**src/rtl/pll_reset_seq.sv**
```systemverilog
// pll_reset_seq: turns the PLL output clock and its asynchronous lock flag
// into a sequenced active-low system reset for the 6502 core and peripherals.
// The lock flag is synchronised, must stay high for STABLE_CYCLES, then the
// reset is held for a further HOLD_CYCLES before the design is released.
// Loss of lock while running re-enters reset and is counted (saturating).
// Optional feature: define CLK_ENABLE_EN to build a CPU clock-enable divider
// that pulses cpu_clken once every CLKEN_DIV cycles while in RUN.
module pll_reset_seq #(
    parameter int SYNC_STAGES   = 2,
    parameter int STABLE_CYCLES = 1024,
    parameter int HOLD_CYCLES   = 16,
    parameter int LOSS_W        = 4,
    parameter int CLKEN_DIV     = 30
) (
    input  logic              clock_in,
    input  logic              reset_n,
    input  logic              locked,
    output logic              sys_reset_n,
    output logic              ready,
    output logic [1:0]        state_o,
    output logic [LOSS_W-1:0] loss_count,
    output logic              cpu_clken
);

    localparam int CNT_MAX = (STABLE_CYCLES > HOLD_CYCLES) ? STABLE_CYCLES : HOLD_CYCLES;
    localparam int CNT_W   = $clog2(CNT_MAX + 1);

    localparam logic [CNT_W-1:0]  STABLE_LAST = CNT_W'(STABLE_CYCLES - 1);
    localparam logic [CNT_W-1:0]  HOLD_LAST   = CNT_W'(HOLD_CYCLES - 1);
    localparam logic [LOSS_W-1:0] LOSS_MAX    = '1;

    localparam logic [1:0] WAIT_LOCK = 2'd0;
    localparam logic [1:0] STABILIZE = 2'd1;
    localparam logic [1:0] HOLD      = 2'd2;
    localparam logic [1:0] RUN       = 2'd3;

    localparam bit PARAMS_OK = (SYNC_STAGES >= 2) && (SYNC_STAGES <= 4) &&
                               (STABLE_CYCLES >= 1) && (HOLD_CYCLES >= 1) &&
                               (LOSS_W >= 1) && (CLKEN_DIV >= 2);

    // Refuse to elaborate with parameter values the sequencer cannot honour.
    generate
        if (!PARAMS_OK) begin : g_bad_params
            $error("pll_reset_seq: illegal parameter value");
        end
    endgenerate

    logic [SYNC_STAGES-1:0] sync_q, sync_d;
    logic                   lock_s;
    logic [1:0]             state_q, state_d;
    logic [CNT_W-1:0]       cnt_q, cnt_d;
    logic [LOSS_W-1:0]      loss_q, loss_d;
    logic                   sys_reset_n_q, sys_reset_n_d;
    logic                   ready_q, ready_d;

    // Shift the asynchronous lock flag through the synchroniser chain.
    always_comb begin
        sync_d = {sync_q[SYNC_STAGES-2:0], locked};
        lock_s = sync_q[SYNC_STAGES-1];
    end

    // Sequencing FSM: wait for lock, demand it stays stable, hold, then run.
    always_comb begin
        state_d = state_q;
        cnt_d   = cnt_q;
        case (state_q)
            WAIT_LOCK: begin
                cnt_d = '0;
                if (lock_s) begin
                    state_d = STABILIZE;
                end
            end
            STABILIZE: begin
                if (!lock_s) begin
                    state_d = WAIT_LOCK;
                    cnt_d   = '0;
                end else if (cnt_q == STABLE_LAST) begin
                    state_d = HOLD;
                    cnt_d   = '0;
                end else begin
                    cnt_d = cnt_q + CNT_W'(1);
                end
            end
            HOLD: begin
                if (!lock_s) begin
                    state_d = WAIT_LOCK;
                    cnt_d   = '0;
                end else if (cnt_q == HOLD_LAST) begin
                    state_d = RUN;
                    cnt_d   = '0;
                end else begin
                    cnt_d = cnt_q + CNT_W'(1);
                end
            end
            RUN: begin
                cnt_d = '0;
                if (!lock_s) begin
                    state_d = WAIT_LOCK;
                end
            end
            default: begin
                state_d = WAIT_LOCK;
                cnt_d   = '0;
            end
        endcase
    end

    // Count lock losses seen only while running, stopping at the maximum.
    always_comb begin
        loss_d = loss_q;
        if ((state_q == RUN) && !lock_s && (loss_q != LOSS_MAX)) begin
            loss_d = loss_q + LOSS_W'(1);
        end
    end

    // Outputs follow the next state so they change on the same edge as it.
    always_comb begin
        sys_reset_n_d = (state_d == RUN);
        ready_d       = (state_d == RUN);
    end

    // Core registers; the external reset overrides everything.
    always_ff @(posedge clock_in) begin
        if (!reset_n) begin
            sync_q        <= '0;
            state_q       <= WAIT_LOCK;
            cnt_q         <= '0;
            loss_q        <= '0;
            sys_reset_n_q <= 1'b0;
            ready_q       <= 1'b0;
        end else begin
            sync_q        <= sync_d;
            state_q       <= state_d;
            cnt_q         <= cnt_d;
            loss_q        <= loss_d;
            sys_reset_n_q <= sys_reset_n_d;
            ready_q       <= ready_d;
        end
    end

`ifdef CLK_ENABLE_EN
    localparam int             DIV_W    = $clog2(CLKEN_DIV);
    localparam logic [DIV_W-1:0] DIV_LAST = DIV_W'(CLKEN_DIV - 1);

    logic [DIV_W-1:0] div_q, div_d;
    logic             clken_q, clken_d;

    // Divider runs only while staying in RUN, so the first pulse lands a full
    // period after reset is released and pulses stop on the edge leaving RUN.
    always_comb begin
        div_d   = '0;
        clken_d = 1'b0;
        if ((state_q == RUN) && (state_d == RUN)) begin
            if (div_q == DIV_LAST) begin
                div_d   = '0;
                clken_d = 1'b1;
            end else begin
                div_d = div_q + DIV_W'(1);
            end
        end
    end

    // Divider registers.
    always_ff @(posedge clock_in) begin
        if (!reset_n) begin
            div_q   <= '0;
            clken_q <= 1'b0;
        end else begin
            div_q   <= div_d;
            clken_q <= clken_d;
        end
    end

    assign cpu_clken = clken_q;
`else
    assign cpu_clken = 1'b0;
`endif

    assign sys_reset_n = sys_reset_n_q;
    assign ready       = ready_q;
    assign state_o     = state_q;
    assign loss_count  = loss_q;

endmodule

```
**config.mk**
```make
export PLATFORM = sky130hd
export DESIGN_NAME = pll_reset_seq
export DESIGN_NICKNAME = d
export VERILOG_FILES = /design/src/rtl/pll_reset_seq.sv
export SDC_FILE = /design/constraint.sdc
export NUM_CORES = 1
export LEC_CHECK = 0
export BUFFER_PORTS_ARGS = -buffer_cell sky130_fd_sc_hd__buf_2
export CAP_MARGIN = 20
export CORE_UTILIZATION = 53
export CTS_CLUSTER_DIAMETER = 60
export DETAILED_ROUTE_END_ITERATION = 7
export PLACE_DENSITY = 0.87
export SETUP_SLACK_MARGIN = 0.4
export SKIP_LAST_GASP = 1
export SLEW_MARGIN = 20
export SYNTH_ARGS = -nofsm -noshare
export SYNTH_HDL_FRONTEND = slang
export SYNTH_SLANG_ARGS = --single-unit
```
**constraint.sdc**
```tcl
create_clock -name clock_in -period 1.65 [get_ports clock_in]
set_input_delay 0.33 -clock clock_in [delete_from_list [all_inputs] [get_ports clock_in]]
set_output_delay 0.33 -clock clock_in [all_outputs]
set_load 0.01 [all_outputs]
```
==> flow_summary.json, run 1 <==
{
  "outcome": "complete, no violations",
  "overflow": 0,
  "final_cell_mix": "21 x nor2_1, 12 x dfxtp_2, 10 x buf_2, 10 x buf_4",
  "routedWlPerCell_um": 15.9,
  "grt_usage_pct": 22.6,
  "finalHoldViolCount": 0,
  "fillCellCount": 99,
  "cp_max_fo": 5,
  "grt_pass1_vias": 689,
  "syn2layout_area_growth_pct": 34.5,
  "finalHoldWorstSlack_ns": 0.231,
  "leakage_uw": 0.000431,
  "grt_pass1_wl_um": 3050,
  "cts_buffers": 3,
  "grt_max_degree": 12,
  "max_freq_mhz": 646,
  "p_clk_share_pct": 36.1,
  "die_y_um": 42.2,
  "tns_ns": 0,
  "irDropWorstVdd_mv": 0.607,
  "synth-edff-count": 0,
  "setup_violations": 0,
  "drt_first_pass_iters": 4,
  "clockBufferDepth": 2,
  "report.final.slew_viol_count": 0,
  "timing.final.crit_period_ns": 1.55,
  "layout_commonest_cell": "nor2_1",
  "drc": 0,
  "critPathMaxStageDelay_ns": 0.39,
  "yosysWarningCount": 0,
  "synth_cell_type_count": 29,
  "io_buffers": 10,
  "drt_wl_total_um": 2110,
  "avgSynthCellArea_um2": 9.13,
  "io_pins": 12,
  "switchingPower_uw": 158,
  "combinationalPowerShare_pct": 1.8,
  "vias_per_cell": 5.65,
  "cts_root_buffer": "clkbuf_4",
  "core_area_mm2": 0.00151,
  "crit_arrival_ns": 1.74,
  "num_antenna_cells": 0,
  "rsz0062_at_grt": "yes",
  "syn_inst": 94,
  "vias": 752,
  "internal_power_uw": 621,
  "grt_antenna_before_repair": 0,
  "skew_ns": 0.00161,
  "switching_share_pct": 20.2,
  "place_congestion": 0.737,
  "async_flop_share_pct": 0,
  "cts_max_level": 1,
  "die_x_um": 42.2,
  "path_cells": "ha_4 -> nand3_4 -> nor4_4 -> o32a_1 -> nor2_1",
  "layout-drive-gt1-share_pct": 44.4,
  "yosysSeqAreaShare_pct": 46.6,
  "critPathKind": "register to register",
  "seqPwrFrac_pct": 62.1,
  "syn_nets": 99,
  "die-area_mm2": 0.00178,
  "cap_violations": 0,
  "worst_setup_path_end_kind": "register",
  "cts_tree": "built",
  "clkSinkCount": 20,
  "crit_slowest_cell": "dfxtp_4",
  "synth_seq_cells": 20,
  "hold_path_class": "input pin to register",
  "powerDensity_mw_per_mm2": 675,
  "start_util_pct": 57.0,
  "timing.final.ws_setup_ns": 0.101,
  "clk_latency_ns": 0.30,
  "ant_nets": 0,
  "fin_crit_sh_pct": 93.9,
  "start_kind": "register",
  "dpl_worst_slack_ns": 0.0490,
  "synth_ff_type": "dfxtp_1",
  "dp_hpwl_um": 1020,
  "rows": 14,
  "fin_nets": 123,
  "cts.clk_slew.worst_paths_ns": 0.11,
  "syn_area_um2": 858,
  "drt_iter0_drc": 14,
  "required_ns": 1.84
}
## final cells by class
| cell class | count | area (um^2) | area share [%] |
|---|---|---|---|
| multi-input cells | 70 | 528 | 45.7 |
| flip-flops and latches | 20 | 427 | 36.9 |
| repair buffers | 21 | 136 | 11.8 |
| clock buffers | 4 | 36.3 | 3.14 |
| well taps | 16 | 20.0 | 1.73 |
| inverters | 2 | 7.51 | 0.650 |
## sequential cells by signal (all words and copies together), names as in the netlist
name,cells
loss_count,4
state_o,2
ready,1
sync_q,2
cnt_q,11
## through the flow
| stage | area, um^2 | cells | util, % | total power (uW) |
|---|---|---|---|---|
| 3_3_place_gp | 926 | 119 | 61.5 | 510 |
| 3_5_place_dp | 926 | 119 | 61.5 | 510 |
| 2_1_floorplan | 867 | 94 | - | 506 |
| 5_1_grt | 1150 | 133 | 76.7 | 810 |
| 6_report | 1150 | 133 | 76.7 | 779 |
| 4_1_cts | 1040 | 128 | 69.3 | 784 |
## worst max-delay path: cells and delay by family, from the launching register on
| family | cells | cell delay, ns |
|---|---|---|
| and+or+nand+nor | 3 | 0.57 |
| AOI/OAI and AO/OA | 1 | 0.32 |
| adders and majority gates | 1 | 0.17 |
| DFF | 1 | 0.39 |
## cells in the mapped netlist, types with 3 or more instances
cell	n	area, um^2
and2_1	3	18.8
dfxtp_1	20	400
nand2_1	3	11.3
nand3_1	8	40.0
nor2_1	21	78.8
nor2b_1	3	18.8
xnor2_1	5	43.8
xor2_1	5	43.8
## layer usage
metal | up-vias | GRT usage, % | wire length (um)
met5 | - | 0 | 0
met4 | 0 | 11.3 | 67
met3 | 7 | 3.88 | 66
met2 | 19 | 35.1 | 1050
met1 | 358 | 30.1 | 926
li1 | 368 | - | -
## path summary, 6_finish.rpt
check                    to  cells past startpoint  slack (ns)       from
setup / recovery   cnt_q[4]                      5        0.10   cnt_q[1]
hold reg to reg   sync_q[1]                      1        0.46  sync_q[0]
setup reg to reg   cnt_q[4]                      5        0.10   cnt_q[1]
hold / removal    sync_q[0]                      2        0.23     locked
## power groups by stage
stage / Sequential [uW] / Clock [uW] / Combinational, uW
floorplan: 499 / 0 / 7.23
global placement: 499 / 0 / 10.9
detailed placement: 499 / 0 / 10.9
CTS: 488 / 285 / 11.3
global route: 484 / 310 / 15.7
finish: 483 / 281 / 14.1
## cell families (layout without fill, tap and decap cells)
kind of cell	count (synthesis)	in the layout	synth area share (%)
DFF	20	20	46.6
buffers and inverters	5	27	3.94
adders and majority gates	2	2	2.91
xor gates and xnor gates	10	10	10.2
AOI/OAI and AO/OA	6	7	6.27
other	1	1	0.437
and+or+nand+nor	49	49	28.4
muxes	1	1	1.17
## repair_timing
action	CTS	global route
hold buffers	0	0
gates resized for setup	9	19
endpoints found under the setup margin	15	20
gates cloned	1	0
pin swaps	6	12
setup buffers	4	5
(Power assumes the default switching activity.)
==> run 2: changes to the inputs <==
Settings changed: ABC_AREA set to 1, CORE_UTILIZATION 53 to 54.
==> run 2 against run 1 <==
Compared with the run above:
- utilization increased by 1.5 points
- non-clock buffer count is 3 lower
- sequential share of layout area shrank 3.0 points
- final area grew 5.5%
- global-route usage increased by 2.4 points
- wire length rose by 3.4%
- clock power up 43%
- highest routed layer unchanged
- power is 16% higher
==> flow_summary.json, run 2 <==
{
  "outcome": "complete, no violations",
  "placed_area_um2": 995,
  "met1_length_um": 886,
  "crit_arrival_ns": 1.51,
  "avgSynthCellArea_um2": 7.05,
  "clockBufferDepth": 2,
  "timing.final.crit_period_ns": 1.31,
  "vias": 891,
  "synth_seq_cells": 20,
  "yosysWarningCount": 0,
  "layout-drive-gt1-share_pct": 34.0,
  "core_area_mm2": 0.00156,
  "cts.clk_slew.worst_paths_ns": 0.12,
  "report.final.slew_viol_count": 0,
  "r2r_start": "cnt_q[0]",
  "dp_hpwl_um": 1250,
  "routedWlPerCell_um": 12.9,
  "cts_max_level": 1,
  "io_pins": 12,
  "syn_inst": 133,
  "critPathKind": "register to register",
  "fin_nets": 159,
  "drt_wl_total_um": 2180,
  "grt_pass1_vias": 806,
  "hold_path_class": "input pin to register",
  "worst_setup_path_end_kind": "register",
  "async_flop_share_pct": 0,
  "rsz0062_at_grt": "yes",
  "netlist.top_cell.by_area": "dfxtp_1",
  "cts_buffers": 3,
  "r2r_end": "cnt_q[10]",
  "synth_cell_type_count": 19,
  "timing.final.ws_setup_ns": 0.338,
  "drc": 0,
  "cts_root_buffer": "clkbuf_4",
  "drt_first_pass_iters": 4,
  "synthTopCellsByArea": "dfxtp_1 43%, nand2_1 12%, nor2_1 11%, inv_1 7.6%, xor2_1 5.6%",
  "regMostFlops": "cnt_q",
  "overflow": 0,
  "final_cell_mix": "27 x nand2_1, 20 x nor2_1, 19 x inv_1, 11 x dfxtp_1, 10 x buf_2",
  "crit_slowest_cell": "dfxtp_4",
  "dr_wl_met3_um": 89,
  "ys_top_cells_by_count": "31 x nand2_1, 27 x nor2_1, 20 x dfxtp_1",
  "stdcell_area_mm2": 0.00122,
  "syn_nets": 138,
  "grt_max_degree": 13,
  "yosys.area.top_type_share_pct": 42.7,
  "required_ns": 1.85,
  "die_y_um": 43.7,
  "syn_area_um2": 937,
  "clk_latency_ns": 0.30,
  "leakage_uw": 0.000547,
  "holdPathStages": 3,
  "rr_worst_depth": 8,
  "num_antenna_cells": 0,
  "tns_ns": 0,
  "die_x_um": 43.7,
  "wl_met2_um": 1170,
  "io_buffers": 10,
  "start_util_pct": 60.1,
  "fin_crit_sh_pct": 79.5,
  "synth_ff_type": "dfxtp_1",
  "place_congestion": 0.845,
  "yosysSeqAreaShare_pct": 42.7,
  "setup_violations": 0,
  "cts_tree": "built",
  "holdPathEnd": "sync_q[0]",
  "grt_usage_pct": 25.0,
  "path_cells": "ha_4 -> nand3_2 -> nor2_1 -> nand2_1 -> nand3_2 -> nand2_4 -> nand2_4 -> nor2_1",
  "grt_pass1_wl_um": 3460,
  "die-area_mm2": 0.00191,
  "largest_reg_flops": 11,
  "vias_per_cell": 5.27,
  "ff2ff_setup_slack_ns": 0.34,
  "powerDensity_mw_per_mm2": 744,
  "ctsHoldBuffers": 0,
  "synth-edff-count": 0,
  "irDropWorstVdd_mv": 0.580,
  "finalHoldViolCount": 0,
  "synth_most_common_cell": "nand2_1",
  "layout_commonest_cell": "nand2_1",
  "cap_violations": 0,
  "skew_ns": 0.00437,
  "ant_nets": 0,
  "syn2layout_area_growth_pct": 30.0,
  "clkSinkCount": 20,
  "max_freq_mhz": 762,
  "start_kind": "register",
  "grt_antenna_before_repair": 0,
  "cp_max_fo": 6,
  "drt_iter0_drc": 28,
  "top_signal_layer_used": "met4",
  "rows": 14,
  "critPathMaxStageDelay_ns": 0.38,
  "hp-start": "locked",
  "dpl_worst_slack_ns": 0.290
}
==> run 2: cell types whose count changed in the layout (fill, tap and decap cells not counted), moves of 4 or more <==
cell / delta
nand2_1: +24
inv_1: +17
dfxtp_1: +6
nor2_2: +6
buf_4: -4
dfxtp_2: -4
nand2_4: +4
o21ai_0: +4
xnor2_1: -4
==> run 2: cell type report <==
class / instances / area (um^2)
sequential: 20 / 414
timing repair buffer: 18 / 118
tap: 16 / 20.0
clock inverter: 1 / 30.0
inverter: 19 / 71.3
fill: 108 / 340
multi-input combinational: 92 / 543
clock buffer: 3 / 22.5
==> run 2: critical path: cells and delay by family (launching register included) <==
kind,cells,cell delay (ns)
simple gates,7,0.66
flops,1,0.38
fa+ha+maj,1,0.16
==> run 2: per-stage QoR <==
stage               utilization, %  hold slack, ns  power, uW  instances
finish                        78.2           0.208        906        169
CTS                           74.4           0.208        911        167
global route                  78.2           0.210        940        169
global placement              63.8           0.398        514        156
floorplan                        -           0.390        509        133
detailed placement            63.8           0.405        514        156
==> run 2: repair_timing <==
item / 4_1_cts / 5_1_grt
cloned: 1 / 0
setup endpoints to repair: 12 / 17
setup buffers: 6 / 2
pin swaps: 13 / 6
resized for setup: 16 / 18
==> run 2: power by group <==
part / internal, uW / leakage [uW] / switching, uW
Sequential: 484 / 0.000166 / 2.66
Combinational: 5.74 / 0.000352 / 13.0
Clock: 246 / 0.0000279 / 155
==> run 2: kinds of logic (layout without fill, tap and decap cells) <==
kind of cell	count (synthesis)	count (layout)	share of synthesized area, %
adders and majority gates	2	2	2.67
DFF	20	20	42.7
and+or+nand+nor	73	74	33.0
buffers and inverters	22	41	10.4
AOI/OAI and AO/OA	8	8	4.27
xor gates and xnor gates	7	7	6.54
other	1	1	0.400
==> run 2: worst max-delay path by stage <==
stage / to / depth (start not counted) / startpoint
3_5_place_dp: cnt_q[5] / 8 / cnt_q[1]
3_3_place_gp: cnt_q[9] / 8 / cnt_q[1]
5_1_grt: cnt_q[10] / 8 / cnt_q[1]
6_report: cnt_q[10] / 8 / cnt_q[0]
4_1_cts: cnt_q[9] / 8 / cnt_q[0]
2_1_floorplan: cnt_q[4] / 9 / cnt_q[1]
==> run 2: per-layer routing <==
metal  global-route usage, %  up-vias
li1                        -      443
met1                    27.2      414
met2                    43.9       30
met3                    7.50        4
met4                    11.9        0
met5                       0        -
